<file path="config.mk">
export PLATFORM = sky130hd
export DESIGN_NAME = acq_sequencer_flat
export DESIGN_NICKNAME = d
export VERILOG_FILES = /design/src/rtl/acq_sequencer_if.sv /design/src/rtl/acq_sequencer.sv /design/src/flat_wrapper.sv
export SDC_FILE = /design/constraint.sdc
export NUM_CORES = 1
export LEC_CHECK = 0
export CAP_MARGIN = 25
export CORE_MARGIN = 5
export CORE_UTILIZATION = 59
export DETAILED_ROUTE_END_ITERATION = 8
export HOLD_SLACK_MARGIN = 0.06
export PLACE_DENSITY = 0.95
export RECOVER_POWER = 25
export SLEW_MARGIN = 20
export SYNTH_ARGS = -nofsm -noshare
export SYNTH_HDL_FRONTEND = slang
export SYNTH_SLANG_ARGS = --single-unit
</file>
<file path="constraint.sdc">
create_clock -name main_clock -period 13.8 [get_ports main_clock]
set_clock_uncertainty 0.15 [all_clocks]
set_input_delay 2.76 -clock main_clock [delete_from_list [all_inputs] [get_ports main_clock]]
set_output_delay 2.76 -clock main_clock [all_outputs]
set_load 0.005 [all_outputs]
</file>
<file path="src/rtl/acq_sequencer_if.sv">
// Signal bundle between the acquisition sequencer and its environment:
// run control/status, PMT capture events, the single bin-RAM port and the
// drain stream. The sequencer uses the slave modport; whatever surrounds it
// (gating logic, RAM, readout) uses the master modport.
interface acq_sequencer_if #(
   parameter int ADDR_WIDTH  = 7,
   parameter int BIN_WIDTH   = 32,
   parameter int TIMER_WIDTH = 64,
   parameter int DROP_WIDTH  = 16
);
   logic                   start;
   logic                   abort;
   logic [TIMER_WIDTH-1:0] integration_cycles;
   logic                   capture_req;
   logic [ADDR_WIDTH-1:0]  capture_bin;
   logic [ADDR_WIDTH-1:0]  ram_addr;
   logic                   ram_we;
   logic [BIN_WIDTH-1:0]   ram_wdata;
   logic [BIN_WIDTH-1:0]   ram_rdata;
   logic                   out_valid;
   logic                   out_ready;
   logic [BIN_WIDTH-1:0]   out_data;
   logic                   out_last;
   logic                   busy;
   logic                   done;
   logic [DROP_WIDTH-1:0]  dropped_count;

   modport slave (
      input  start, abort, integration_cycles, capture_req, capture_bin,
             ram_rdata, out_ready,
      output ram_addr, ram_we, ram_wdata, out_valid, out_data, out_last,
             busy, done, dropped_count
   );

   modport master (
      output start, abort, integration_cycles, capture_req, capture_bin,
             ram_rdata, out_ready,
      input  ram_addr, ram_we, ram_wdata, out_valid, out_data, out_last,
             busy, done, dropped_count
   );
endinterface

</file>
<file path="src/rtl/acq_sequencer.sv">
// Photon-counting acquisition run sequencer: clears the histogram bins,
// integrates PMT capture events into them with read-modify-write, then drains
// them as a valid/ready stream. Owns the only port of the bin RAM (read data
// returns one cycle after the address).
// Build option: define ACQ_SATURATE_EN to make bins stick at all-ones instead
// of wrapping.
//
// state        | meaning
// -------------+--------------------------------------------------------
// ST_IDLE      | waiting for start; dropped_count holds last run's value
// ST_CLEAR     | writes 0 to bins 0..NUM_BINS-1, one per cycle
// ST_INTEGRATE | timer running; capture events RMW their bin (2 cycles)
// ST_DRAIN_RD  | presents the drain index to the RAM
// ST_DRAIN_OUT | offers the bin value on the stream until accepted
// ST_DONE      | one-cycle done pulse
module acq_sequencer #(
   parameter int NUM_BINS    = 100,
   parameter int ADDR_WIDTH  = 7,
   parameter int BIN_WIDTH   = 32,
   parameter int TIMER_WIDTH = 64,
   parameter int DROP_WIDTH  = 16
) (
   input logic             main_clock,
   input logic             reset,
   acq_sequencer_if.slave  bus
);
   typedef enum logic [2:0] {
      ST_IDLE, ST_CLEAR, ST_INTEGRATE, ST_DRAIN_RD, ST_DRAIN_OUT, ST_DONE
   } state_t;

   localparam logic [ADDR_WIDTH-1:0] LAST_BIN = ADDR_WIDTH'(NUM_BINS - 1);

   state_t                 state_q, state_d;
   logic [ADDR_WIDTH-1:0]  index_q;
   logic [TIMER_WIDTH-1:0] timer_q;
   logic [TIMER_WIDTH-1:0] len_q;
   logic                   rmw_pend_q;
   logic [ADDR_WIDTH-1:0]  rmw_addr_q;
   logic [DROP_WIDTH-1:0]  drop_q;
   logic [BIN_WIDTH-1:0]   data_q;
   logic                   held_q;

   logic                   terminal;
   logic                   abort_hit;
   logic                   rmw_take;
   logic                   drop_evt;
   logic [BIN_WIDTH-1:0]   bin_inc;

   assign terminal  = (timer_q == len_q - TIMER_WIDTH'(1));
   assign abort_hit = bus.abort && (state_q != ST_IDLE);
   assign bus.dropped_count = drop_q;

`ifdef ACQ_SATURATE_EN
   assign bin_inc = (&bus.ram_rdata) ? bus.ram_rdata : bus.ram_rdata + BIN_WIDTH'(1);
`else
   assign bin_inc = bus.ram_rdata + BIN_WIDTH'(1);
`endif

   // Next state, RAM port arbitration and stream outputs.
   always_comb begin
      state_d       = state_q;
      bus.ram_addr  = '0;
      bus.ram_we    = 1'b0;
      bus.ram_wdata = '0;
      bus.out_valid = 1'b0;
      bus.out_last  = 1'b0;
      bus.busy      = (state_q != ST_IDLE);
      bus.done      = 1'b0;
      rmw_take      = 1'b0;
      drop_evt      = 1'b0;
      // first DRAIN_OUT cycle passes the RAM data straight through; it is
      // held in data_q from then on so a stalled beat cannot change
      bus.out_data  = (state_q == ST_DRAIN_OUT && !held_q) ? bus.ram_rdata : data_q;
      case (state_q)
         ST_IDLE: begin
            if (bus.start && !bus.abort) state_d = ST_CLEAR;
         end
         ST_CLEAR: begin
            bus.ram_we   = 1'b1;
            bus.ram_addr = index_q;
            if (index_q == LAST_BIN) state_d = ST_INTEGRATE;
         end
         ST_INTEGRATE: begin
            if (rmw_pend_q) begin
               // write half of an RMW owns the port; a new event is lost
               bus.ram_addr  = rmw_addr_q;
               bus.ram_we    = 1'b1;
               bus.ram_wdata = bin_inc;
               drop_evt      = bus.capture_req;
            end else if (bus.capture_req) begin
               if (bus.capture_bin > LAST_BIN || terminal) begin
                  drop_evt = 1'b1;
               end else begin
                  bus.ram_addr = bus.capture_bin;
                  rmw_take     = 1'b1;
               end
            end
            if (terminal) state_d = ST_DRAIN_RD;
         end
         ST_DRAIN_RD: begin
            bus.ram_addr = index_q;
            state_d      = ST_DRAIN_OUT;
         end
         ST_DRAIN_OUT: begin
            bus.ram_addr  = index_q;
            bus.out_valid = 1'b1;
            bus.out_last  = (index_q == LAST_BIN);
            if (bus.out_ready) state_d = (index_q == LAST_BIN) ? ST_DONE : ST_DRAIN_RD;
         end
         ST_DONE: begin
            bus.done = 1'b1;
            state_d  = ST_IDLE;
         end
         default: state_d = ST_IDLE;
      endcase
      if (abort_hit) state_d = ST_IDLE;
   end

   // State register plus index, timer, RMW and drop bookkeeping.
   always_ff @(posedge main_clock or posedge reset) begin
      if (reset) begin
         state_q    <= ST_IDLE;
         index_q    <= '0;
         timer_q    <= '0;
         len_q      <= '0;
         rmw_pend_q <= 1'b0;
         rmw_addr_q <= '0;
         drop_q     <= '0;
         data_q     <= '0;
         held_q     <= 1'b0;
      end else begin
         state_q <= state_d;
         case (state_q)
            ST_IDLE: begin
               if (state_d == ST_CLEAR) begin
                  len_q   <= (bus.integration_cycles == '0) ? TIMER_WIDTH'(1)
                                                            : bus.integration_cycles;
                  drop_q  <= '0;
                  index_q <= '0;
               end
            end
            ST_CLEAR: begin
               index_q <= (index_q == LAST_BIN) ? '0 : index_q + ADDR_WIDTH'(1);
               timer_q <= '0;
            end
            ST_INTEGRATE: begin
               timer_q    <= timer_q + TIMER_WIDTH'(1);
               rmw_pend_q <= rmw_take;
               if (rmw_take) rmw_addr_q <= bus.capture_bin;
               if (drop_evt && !(&drop_q)) drop_q <= drop_q + DROP_WIDTH'(1);
            end
            ST_DRAIN_RD: begin
               held_q <= 1'b0;
            end
            ST_DRAIN_OUT: begin
               if (!held_q) begin
                  data_q <= bus.ram_rdata;
                  held_q <= 1'b1;
               end
               if (bus.out_ready && index_q != LAST_BIN) index_q <= index_q + ADDR_WIDTH'(1);
            end
            default: ;
         endcase
         if (abort_hit) begin
            rmw_pend_q <= 1'b0;
            held_q     <= 1'b0;
         end
      end
   end
endmodule

</file>
<file path="src/flat_wrapper.sv">
// flat-port wrapper written by rule: the top's interface ports become plain ports
module acq_sequencer_flat 
#(
   parameter int NUM_BINS    = 100,
   parameter int ADDR_WIDTH  = 7,
   parameter int BIN_WIDTH   = 32,
   parameter int TIMER_WIDTH = 64,
   parameter int DROP_WIDTH  = 16
)
  (main_clock, reset, bus_start, bus_abort, bus_integration_cycles, bus_capture_req, bus_capture_bin, bus_ram_rdata, bus_out_ready, bus_ram_addr, bus_ram_we, bus_ram_wdata, bus_out_valid, bus_out_data, bus_out_last, bus_busy, bus_done, bus_dropped_count);
  acq_sequencer_if #(.ADDR_WIDTH(ADDR_WIDTH), .BIN_WIDTH(BIN_WIDTH), .TIMER_WIDTH(TIMER_WIDTH), .DROP_WIDTH(DROP_WIDTH)) bus_i ();
  input logic main_clock;
  input logic reset;
  input wire logic [$bits(bus_i.start)-1:0] bus_start;
  input wire logic [$bits(bus_i.abort)-1:0] bus_abort;
  input wire logic [$bits(bus_i.integration_cycles)-1:0] bus_integration_cycles;
  input wire logic [$bits(bus_i.capture_req)-1:0] bus_capture_req;
  input wire logic [$bits(bus_i.capture_bin)-1:0] bus_capture_bin;
  input wire logic [$bits(bus_i.ram_rdata)-1:0] bus_ram_rdata;
  input wire logic [$bits(bus_i.out_ready)-1:0] bus_out_ready;
  output wire logic [$bits(bus_i.ram_addr)-1:0] bus_ram_addr;
  output wire logic [$bits(bus_i.ram_we)-1:0] bus_ram_we;
  output wire logic [$bits(bus_i.ram_wdata)-1:0] bus_ram_wdata;
  output wire logic [$bits(bus_i.out_valid)-1:0] bus_out_valid;
  output wire logic [$bits(bus_i.out_data)-1:0] bus_out_data;
  output wire logic [$bits(bus_i.out_last)-1:0] bus_out_last;
  output wire logic [$bits(bus_i.busy)-1:0] bus_busy;
  output wire logic [$bits(bus_i.done)-1:0] bus_done;
  output wire logic [$bits(bus_i.dropped_count)-1:0] bus_dropped_count;
  assign bus_i.start = bus_start;
  assign bus_i.abort = bus_abort;
  assign bus_i.integration_cycles = bus_integration_cycles;
  assign bus_i.capture_req = bus_capture_req;
  assign bus_i.capture_bin = bus_capture_bin;
  assign bus_i.ram_rdata = bus_ram_rdata;
  assign bus_i.out_ready = bus_out_ready;
  assign bus_ram_addr = bus_i.ram_addr;
  assign bus_ram_we = bus_i.ram_we;
  assign bus_ram_wdata = bus_i.ram_wdata;
  assign bus_out_valid = bus_i.out_valid;
  assign bus_out_data = bus_i.out_data;
  assign bus_out_last = bus_i.out_last;
  assign bus_busy = bus_i.busy;
  assign bus_done = bus_i.done;
  assign bus_dropped_count = bus_i.dropped_count;
  acq_sequencer #(.NUM_BINS(NUM_BINS), .ADDR_WIDTH(ADDR_WIDTH), .BIN_WIDTH(BIN_WIDTH), .TIMER_WIDTH(TIMER_WIDTH), .DROP_WIDTH(DROP_WIDTH)) u_core (.main_clock(main_clock), .reset(reset), .bus(bus_i));
endmodule
</file>
Word-level counts from Yosys, hierarchy flattened
Index checks and enable logic that the tools add are counted.
{"block": "classes", "addsub": 5, "n_lt_le_gt_ge": 1, "n_eq_ne": 12, "n_mux": 40, "n_bitwise": 1, "reduce_logical": 24}
{"operator": "$pmux W64 S2", "count": 1}
{"operator": "$mux W32", "count": 3}
{"operator": "$add A64 B1 Y64 const B", "count": 1}
{"operator": "$eq A64 B64 Y1", "count": 1}
{"operator": "$logic_not A64 Y1", "count": 1}
{"operator": "$mux W64", "count": 1}
{"operator": "$sub A64 B1 Y64 const B", "count": 1}
{"operator": "$mux W7", "count": 6}
{"operator": "$add A32 B1 Y32 const B", "count": 1}
{"operator": "$mux W16", "count": 2}
{"operator": "$pmux W16 S2", "count": 1}
{"operator": "$pmux W7 S3", "count": 1}
{"operator": "$mux W3", "count": 6}
{"operator": "$add A16 B1 Y16 const B", "count": 1}
{"operator": "$reduce_and A16 Y1", "count": 1}
{"operator": "$mux W1", "count": 15}
{"operator": "$pmux W3 S5", "count": 1}
{"operator": "$pmux W7 S2", "count": 1}
{"operator": "$reduce_bool A3 Y1", "count": 3}
{"operator": "$add A7 B1 Y7 const B", "count": 1}
{"operator": "$eq A7 B7 Y1 const B", "count": 1}
{"operator": "$gt A7 B7 Y1 const B", "count": 1}
{"operator": "$ne A7 B7 Y1 const B", "count": 1}
{"operator": "$eq A3 B1 Y1 const B", "count": 2}
{"operator": "14 further kinds", "count": 29}
{"block": "totals", "ff_bits": 195, "input_bits": 109, "output_inout_bits": 92, "wordCells": 92}

Logic depth before layout (Yosys ltp)
Gate-level depths: netlist (run 1).
{"block": "logic_depth", "ltp_word": 10, "depth_mapped": 16, "mapped_depth_nobuf": 12}

Worst setup path after synthesis (run 1)
OpenSTA, ideal clock, no wires.
{"block": "synth_timing", "path_type": "in2out", "startpoint": "input bus_capture_bin[4]", "endpoint": "output bus_ram_addr[0]", "arrival_time_ns": 4.297, "required_time_ns": 10.890, "setup_slack_ns": 6.593, "path_stages": 7, "path_buffers": 1, "path_cell_list": "or3_1 a31oi_1 nand3_1 a21oi_1 clkbuf_1 a222oi_1 inv_1"}
{"block": "synth_between", "elab_chain_cells": 6}
{"element": "start: declaration", "line_no": "flat_wrapper.sv:18", "source": "input wire logic [$bits(bus_i.capture_bin)-1:0] bus_capture_bin;"}
{"element": "$gt A7 B7 Y1", "line_no": "acq_sequencer.sv:91", "source": "if (bus.capture_bin > LAST_BIN || terminal) begin"}
{"element": "$logic_or A1 B1 Y1", "line_no": "acq_sequencer.sv:91"}
{"element": "$mux W7", "line_no": "acq_sequencer.sv:91"}
{"element": "$mux W7", "line_no": "acq_sequencer.sv:90", "source": "end else if (bus.capture_req) begin"}
{"element": "$mux W7", "line_no": "acq_sequencer.sv:84", "source": "if (rmw_pend_q) begin"}
{"element": "$pmux W7 S2", "line_no": "acq_sequencer.sv:74", "source": "case (state_q)"}
{"element": "end: declaration", "line_no": "flat_wrapper.sv:21", "source": "output wire logic [$bits(bus_i.ram_addr)-1:0] bus_ram_addr;"}
Every way passes these cells.

Worst setup path in the final report (run 1)
{"block": "layout_timing", "startpoint": "input bus_ram_rdata[0]", "endpoint": "output bus_ram_wdata[30]"}
{"block": "layout_between", "elab_chain_cells": 3}
{"element": "start: declaration", "line_no": "flat_wrapper.sv:19", "source": "input wire logic [$bits(bus_i.ram_rdata)-1:0] bus_ram_rdata;"}
{"element": "$add A32 B1 Y32", "line_no": "acq_sequencer.sv:56", "source": "assign bin_inc = bus.ram_rdata + BIN_WIDTH'(1);"}
{"element": "$mux W32", "line_no": "acq_sequencer.sv:84"}
{"element": "$mux W32", "line_no": "acq_sequencer.sv:74"}
{"element": "end: declaration", "line_no": "flat_wrapper.sv:23", "source": "output wire logic [$bits(bus_i.ram_wdata)-1:0] bus_ram_wdata;"}
Every way passes these cells.

==> run metrics, run 1 <==
outcome=finished with violations; failing checks=capacitance limit, slew limit; Core Region=20100 um2; Die W=between 150 and 200 um; crit-path max FO=7; number of max-cap violations=2; crit path DAT=5.88 ns; Tot GR Track Use=29.71%; I/O pins=201; RSZ-0062 raised after global routing=no; Worst setup SP type=input pin; slew at the pin closest to its max-slew limit=5.006 ns; final setup TNS=0 ns; Final setup violation count=0; largest net degree at the start of global routing=117; CTS tree=done; layout cells sized above 1=between 7 and 8%; critical path capture point type=primary output; final instance area=~15000 um2; first-pass GRT wire length=56990 um; asr flop ratio synth=100.0%; drt wl/cell=19.47 um; Clock Latency Late Sink=0.44 ns; Setup WS post-layout=5.012 ns; Resize count post-CTS=0; Post-CTS Hold Buffers=0; pwr dens=~140 nW/um2; Final nets=between 1500 and 2000; GPL Wtd Cong=roughly 1.0; Initial Util=59.55%; Post-DP Area=14100 um2; post-synthesis sequential area ratio=40.76%; highest-count cells in the layout ignoring fill and taps=nand2_1 (280), dfrtp_1 (195), clkdlybuf4s50_1 (166), nand3_1 (80), nor2_1 (78); die area=23240 um2; type of the most critical hold path=register to register; worst vdd ir=121.9 uV; PortBufs=200; grt ovf=0; pre-CTS WS=5.078 ns; Num CTS Buffers=17; Core Rows=52; TritonCTS Sinks=195; post-route ant nets=0; initial drt markers=1447; post-synthesis cell count=1382; Crit Path Category=input pin to primary output; predominant post-synthesis flop cell=dfrtp_1; initial antenna violation count=0; vias in the first global route=10870; Ant. Diodes=0; die span in y=152.4 um; syn nets=about 1500; DRC violations left=0; Period minus WS final=8.788 ns; post-synth cell types=70; Final Hold Vio Count=0; 1st-pass router iterations=6; synthesis-to-layout area growth=22.79%; Synth Register Bits=a little under 200; DRT Wirelength=35530 um; vias per cell=approximately 6.4; Worst-path clk slew=about 0.070 ns; hpwl dp=around 27000 um; H-tree depth=4; Syn. warnings=0; Final Cycle Share=63.68%; Max Clock Freq=113.8 MHz; Worst Path Required=10.89 ns; Lkg Pwr=0.006121 uW; EDFF count, synth=0; commonest non-fill, non-tap cell in the layout=nand2_1; Slew Limit Fails=between 150 and 200; total number of vias=around 12000; post-layout util=73.12%; Syn Std Cell Area=roughly 12000 um2; post-CTS setup buffers=0; Slew HR=-235.6%; post-synthesis average cell area=8.662 um2; CTS max path bufs=2; Root Buffer=clkbuf_16
[final cells by class]
class | count | area, um2
inverter | 29 | 110.1
sequential | 195 | 4880
fill | 1443 | 5404
timing repair buffer | 208 | 2066
multi-input combinational | 1091 | 6715
clock buffer | 17 | 425.4
tap | 270 | 337.8
clock inverter | 15 | 166.4
[state kept, by name, indices dropped and copies added, names as in the netlist, 3 cells and up]
signal / flops
u_core.timer_q: 64
u_core.rmw_addr_q: 7
u_core.len_q: 64
u_core.data_q: 32
u_core.state_q: 3
u_core.bus.dropped_count: 16
u_core.index_q: 7
[per-stage QoR]
step / power, uW / hold slack (ns) / std cells
5_1_grt: 2174 / 0.3633 / 1825
3_5_place_dp: 1557 / 0.3365 / 1792
2_1_floorplan: 1334 / 0.3165 / 1382
6_report: 2065 / 0.3493 / 1825
4_1_cts: 2052 / 0.3536 / 1824
3_3_place_gp: 1525 / 0.3268 / 1792
[critical path: stages]
cell,delay (ns)
dlygate4sd3_1,0.64
ha_1,0.22
nand3_1,0.15
nor3_1,0.64
nand2_1,0.35
nor2_1,0.24
nand4_1,0.13
xor2_1,0.16
nor2_1,0.08
clkdlybuf4s50_1,0.50
[path summary, 6_finish.rpt]
kind	endpoint	slack, ns	start	cells past startpoint
worst max-delay path	bus_ram_wdata[30]	5.01	bus_ram_rdata[0]	10
worst min-delay path	u_core.data_q[27]	0.35	u_core.data_q[27]	1
worst max register to register	u_core.bus.dropped_count[12]	8.82	u_core.len_q[0]	13
worst min register to register	u_core.data_q[27]	0.35	u_core.data_q[27]	1
max in group asynchronous	u_core.data_q[1]	7.13	reset	2
min in group asynchronous	u_core.timer_q[50]	4.15	reset	2
[cells by family after synthesis]
| family | synth area share (%) |
|---|---|
| AOI/OAI and AO/OA | 10.95 |
| and+or+nand+nor | 30.71 |
| adders and majority gates | 0.5226 |
| buffers and inverters | 3.261 |
| xor gates and xnor gates | 8.267 |
| DFF | 40.76 |
| muxes | 5.529 |
[routing by layer]
layer / share of wire [%] / vias to the layer above / global-route usage [%]
met3: 11 / 80 / 6.305
met4: 2.9 / 0 / 10.18
met2: 45 / 669 / 46.00
met5: 0 / - / 0
met1: 41 / 5563 / 41.88
li1: - / 5317 / -
[cell usage after synthesis (all sizes together) (3+ instances only)]
cell | count | area, um2
or2 | 6 | 37.54
a21boi | 3 | 22.52
nor3b | 6 | 50.05
xor2 | 46 | 402.9
nand3b | 3 | 22.52
mux2i | 20 | 200.2
o21ai | 62 | 310.3
nand2 | 280 | 1051
nor4b | 7 | 76.32
or4 | 23 | 180.2
nor2 | 79 | 296.5
dfrtp | 195 | 4880
nor3 | 33 | 180.2
mux2 | 41 | 461.7
a31oi | 5 | 31.28
nand4 | 46 | 294.0
nor2b | 4 | 25.02
buf | 17 | 93.84
o22ai | 4 | 25.02
or3 | 31 | 193.9
o211ai | 24 | 180.2
nor4 | 55 | 456.7
o21a | 3 | 22.52
o31ai | 33 | 252.7
nand3 | 81 | 417.9
a222oi | 7 | 70.07
nand2b | 15 | 93.84
ha | 5 | 62.56
nand4b | 3 | 26.28
xnor2 | 67 | 586.8
inv | 29 | 108.9
a21oi | 33 | 165.2
and4 | 7 | 61.31
clkbuf | 50 | 187.7
and3 | 29 | 181.4
[power breakdown]
group	switching, uW	internal [uW]
registers	223	670
logic	390	290
clock network	250	243
total	862	1200
(Power assumes the default switching activity.)
==> run 2: changes to the inputs <==
Settings changed: CORE_UTILIZATION 59 to 49, PLACE_DENSITY 0.95 to 0.88.
Clock period 13.8 ns to 7.8 ns, I/O delays scaled along.
==> run 2 against run 1 <==
  * The run still ends with capacitance limit, slew limit left
  * Worst setup slack lost 4.1 ns
  * First-iteration DRC count shrank 22%
  * Non-clock buffer count grew 1
  * Via count shrank 0.86%
  * Sequential power grew 77%
  * Routed wire length grew 3.7%
  * Core utilization shrank 12 points
  * Register-to-register slack lost 5.7 ns
  * Worst hold slack lost 0.014 ns
  * Global-route usage shrank 3.4 points
  * Combinational power grew 81%
  * Largest power group unchanged
==> run metrics, run 2 (synthesis gave the netlist of run 1 again) <==
synthesis-to-layout area growth=23.00%; highest-count cells in the layout ignoring fill and taps=nand2_1 (280), clkdlybuf4s50_1 (197), dfrtp_1 (195), nand3_1 (80), nor2_1 (78); biggest regs=u_core.len_q: 64 flops, u_core.timer_q: 64 flops, u_core.data_q: 32 flops; worst vdd ir=about 130 uV; total number of vias=11530; CTS max path bufs=2; vias in the first global route=roughly 11000; layout cells sized above 1=5.463%; largest net degree at the start of global routing=~130; RSZ-0062 raised after global routing=no; commonest non-fill, non-tap cell in the layout=nand2_1; final setup TNS=0 ns; DRT Wirelength=approximately 37000 um; GRT met3 Usage=under 10%; RR Startpoint=u_core.len_q[0]; PortBufs=200; H-tree depth=4; met2 usage=43.57%; Period minus WS final=6.905 ns; Clock Latency Late Sink=0.44 ns; post-CTS setup buffers=0; 1st-pass router iterations=8; Final nets=1657; first-pass GRT wire length=59880 um; power share of the clock group=23.0%; CP delay by family, top=simple AND/OR/NAND/NOR gates; hold slack final=0.3355 ns; critical path capture point type=primary output; Crit path largest cell delay=0.46 ns; Core Rows=57; Initial Util=roughly half; crit path DAT=5.19 ns; Final Hold Vio Count=0; number of max-cap violations=2; Worst-path clk slew=0.08 ns; Num CTS Buffers=17; initial antenna violation count=1; part of the power in registers=43.2%; die area=27660 um2; Worst Path Required=6.09 ns; Final setup violation count=0; I/O pins=201; failing checks=capacitance limit, slew limit; type of the most critical hold path=register to register; post-route ant nets=0; hold_sp=u_core.data_q[29]; Sw Pwr=1525 uW; outcome=finished with violations; slew at the pin closest to its max-slew limit=4.904 ns; GPL Wtd Cong=0.9966; Resize count post-CTS=0; crit-path cells=inv_1 -> ha_1 -> nor3b_2 -> nand3_1 -> nor3_1 -> or3b_1 -> a2111oi_0 -> nand4_1 -> nor4b_4 -> a21oi_1 -> buf_4 -> a222oi_1 -> inv_1 -> clkdlybuf4s50_1; Fillers=1970; most used cell, CP=inv_1; Root Buffer=clkbuf_16; Slew Limit Fails=162; hpwl dp=27510 um; Slew HR=-227.0%; Pint=2119 uW; crit-path max FO=15; CP Buf/Inv Count=4; vias per cell=6.129; slowest CP cell=nor3b_2; Post-CTS Hold Buffers=0; multi-input logic area=6711 um2; Final Cycle Share=88.52%; grt ovf=0; layer with the highest usage=met2; Die W=166.3 um; Sw Share=41.84%; Crit Path Category=register to primary output; drt wl/cell=19.59 um; fin cells=1881; Worst setup SP type=register; Max Clock Freq=144.8 MHz; Core Region=24180 um2; Tot GR Track Use=26.28%; DRC violations left=0; TritonCTS Sinks=195; pwr dens=roughly 250 nW/um2; DP Cell Count=1847; die span in y=approximately 170 um; Lkg Pwr=0.006132 uW; met1 Use GR=35.66%; CTS tree=done; initial drt markers=1122; Reg area=4880 um2; Crit. Startpoint=u_core.len_q[0]; Gate power share=33.8%
[run 2: cell types whose count changed in the layout (fill, tap and decap cells not counted), moves of 2 or more]
cell and delta:
buf_4 +2, clkdlybuf4s50_1 +31, clkinv_2 +2, clkinv_8 -5, clkinvlp_4 +3, dlygate4sd3_1 -31, inv_6 -3, inv_8 +2
mux2_1 +25, mux2_2 -25
[run 2: layout make-up]
type | count | area share [%]
inverters | 29 | 0.7392
clock inverters | 15 | 0.8327
clock buffers | 17 | 2.889
well taps | 324 | 2.753
repair buffers | 209 | 14.05
flip-flops and latches | 195 | 33.14
multi-input cells | 1091 | 45.58
diodes | 1 | 0.01699
[run 2: power groups by stage]
stage	clock network, uW	registers [uW]	logic, uW
2_1_floorplan	0	1380	975
3_3_place_gp	0	1560	1180
3_5_place_dp	0	1580	1200
4_1_cts	845	1560	1220
5_1_grt	889	1600	1360
6_report	837	1580	1230
[run 2: layer usage]
| metal | up-vias | routed length, um | share of wire (%) |
|---|---|---|---|
| li1 | 5313 | - | - |
| met1 | 5587 | 15080 | 41 |
| met2 | 532 | 17970 | 49 |
| met3 | 97 | 2461 | 6.7 |
| met4 | 0 | 1330 | 3.6 |
| met5 | - | 0 | 0 |
[run 2: worst paths after layout]
path	endpoint	slack [ns]	cells past startpoint
max reg2reg	u_core.bus.dropped_count[12]	3.09	13
max in group asynchronous	u_core.timer_q[30]	1.39	2
max	bus_ram_addr[4]	0.90	14
min in group asynchronous	u_core.data_q[27]	3.28	2
min reg2reg	u_core.data_q[29]	0.34	1
min	u_core.data_q[29]	0.34	1
[run 2: worst register-to-register path, stage by stage, from the launching register on]
cell,delay (ns)
dfrtp_1,0.45
inv_1,0.14
ha_1,0.22
nor3b_2,0.46
nand3_1,0.45
nor3_1,0.32
or3b_1,0.37
a2111oi_0,0.44
nand4_1,0.21
nor4b_4,0.42
a21oi_1,0.12
buf_4,0.23
or4_1,0.51
a21oi_1,0.15
[run 2: stage by stage]
stage | total power, uW | utilization, % | area (um2) | setup WS (ns)
6_report | 3644 | 60.91 | 14730 | 0.8955
5_1_grt | 3852 | 60.91 | 14730 | 0.3323
4_1_cts | 3624 | 60.90 | 14720 | 0.9160
3_5_place_dp | 2778 | 58.63 | 14170 | 1.459
3_3_place_gp | 2741 | 58.63 | 14170 | 1.596
2_1_floorplan | 2360 | - | 11970 | 0.7778
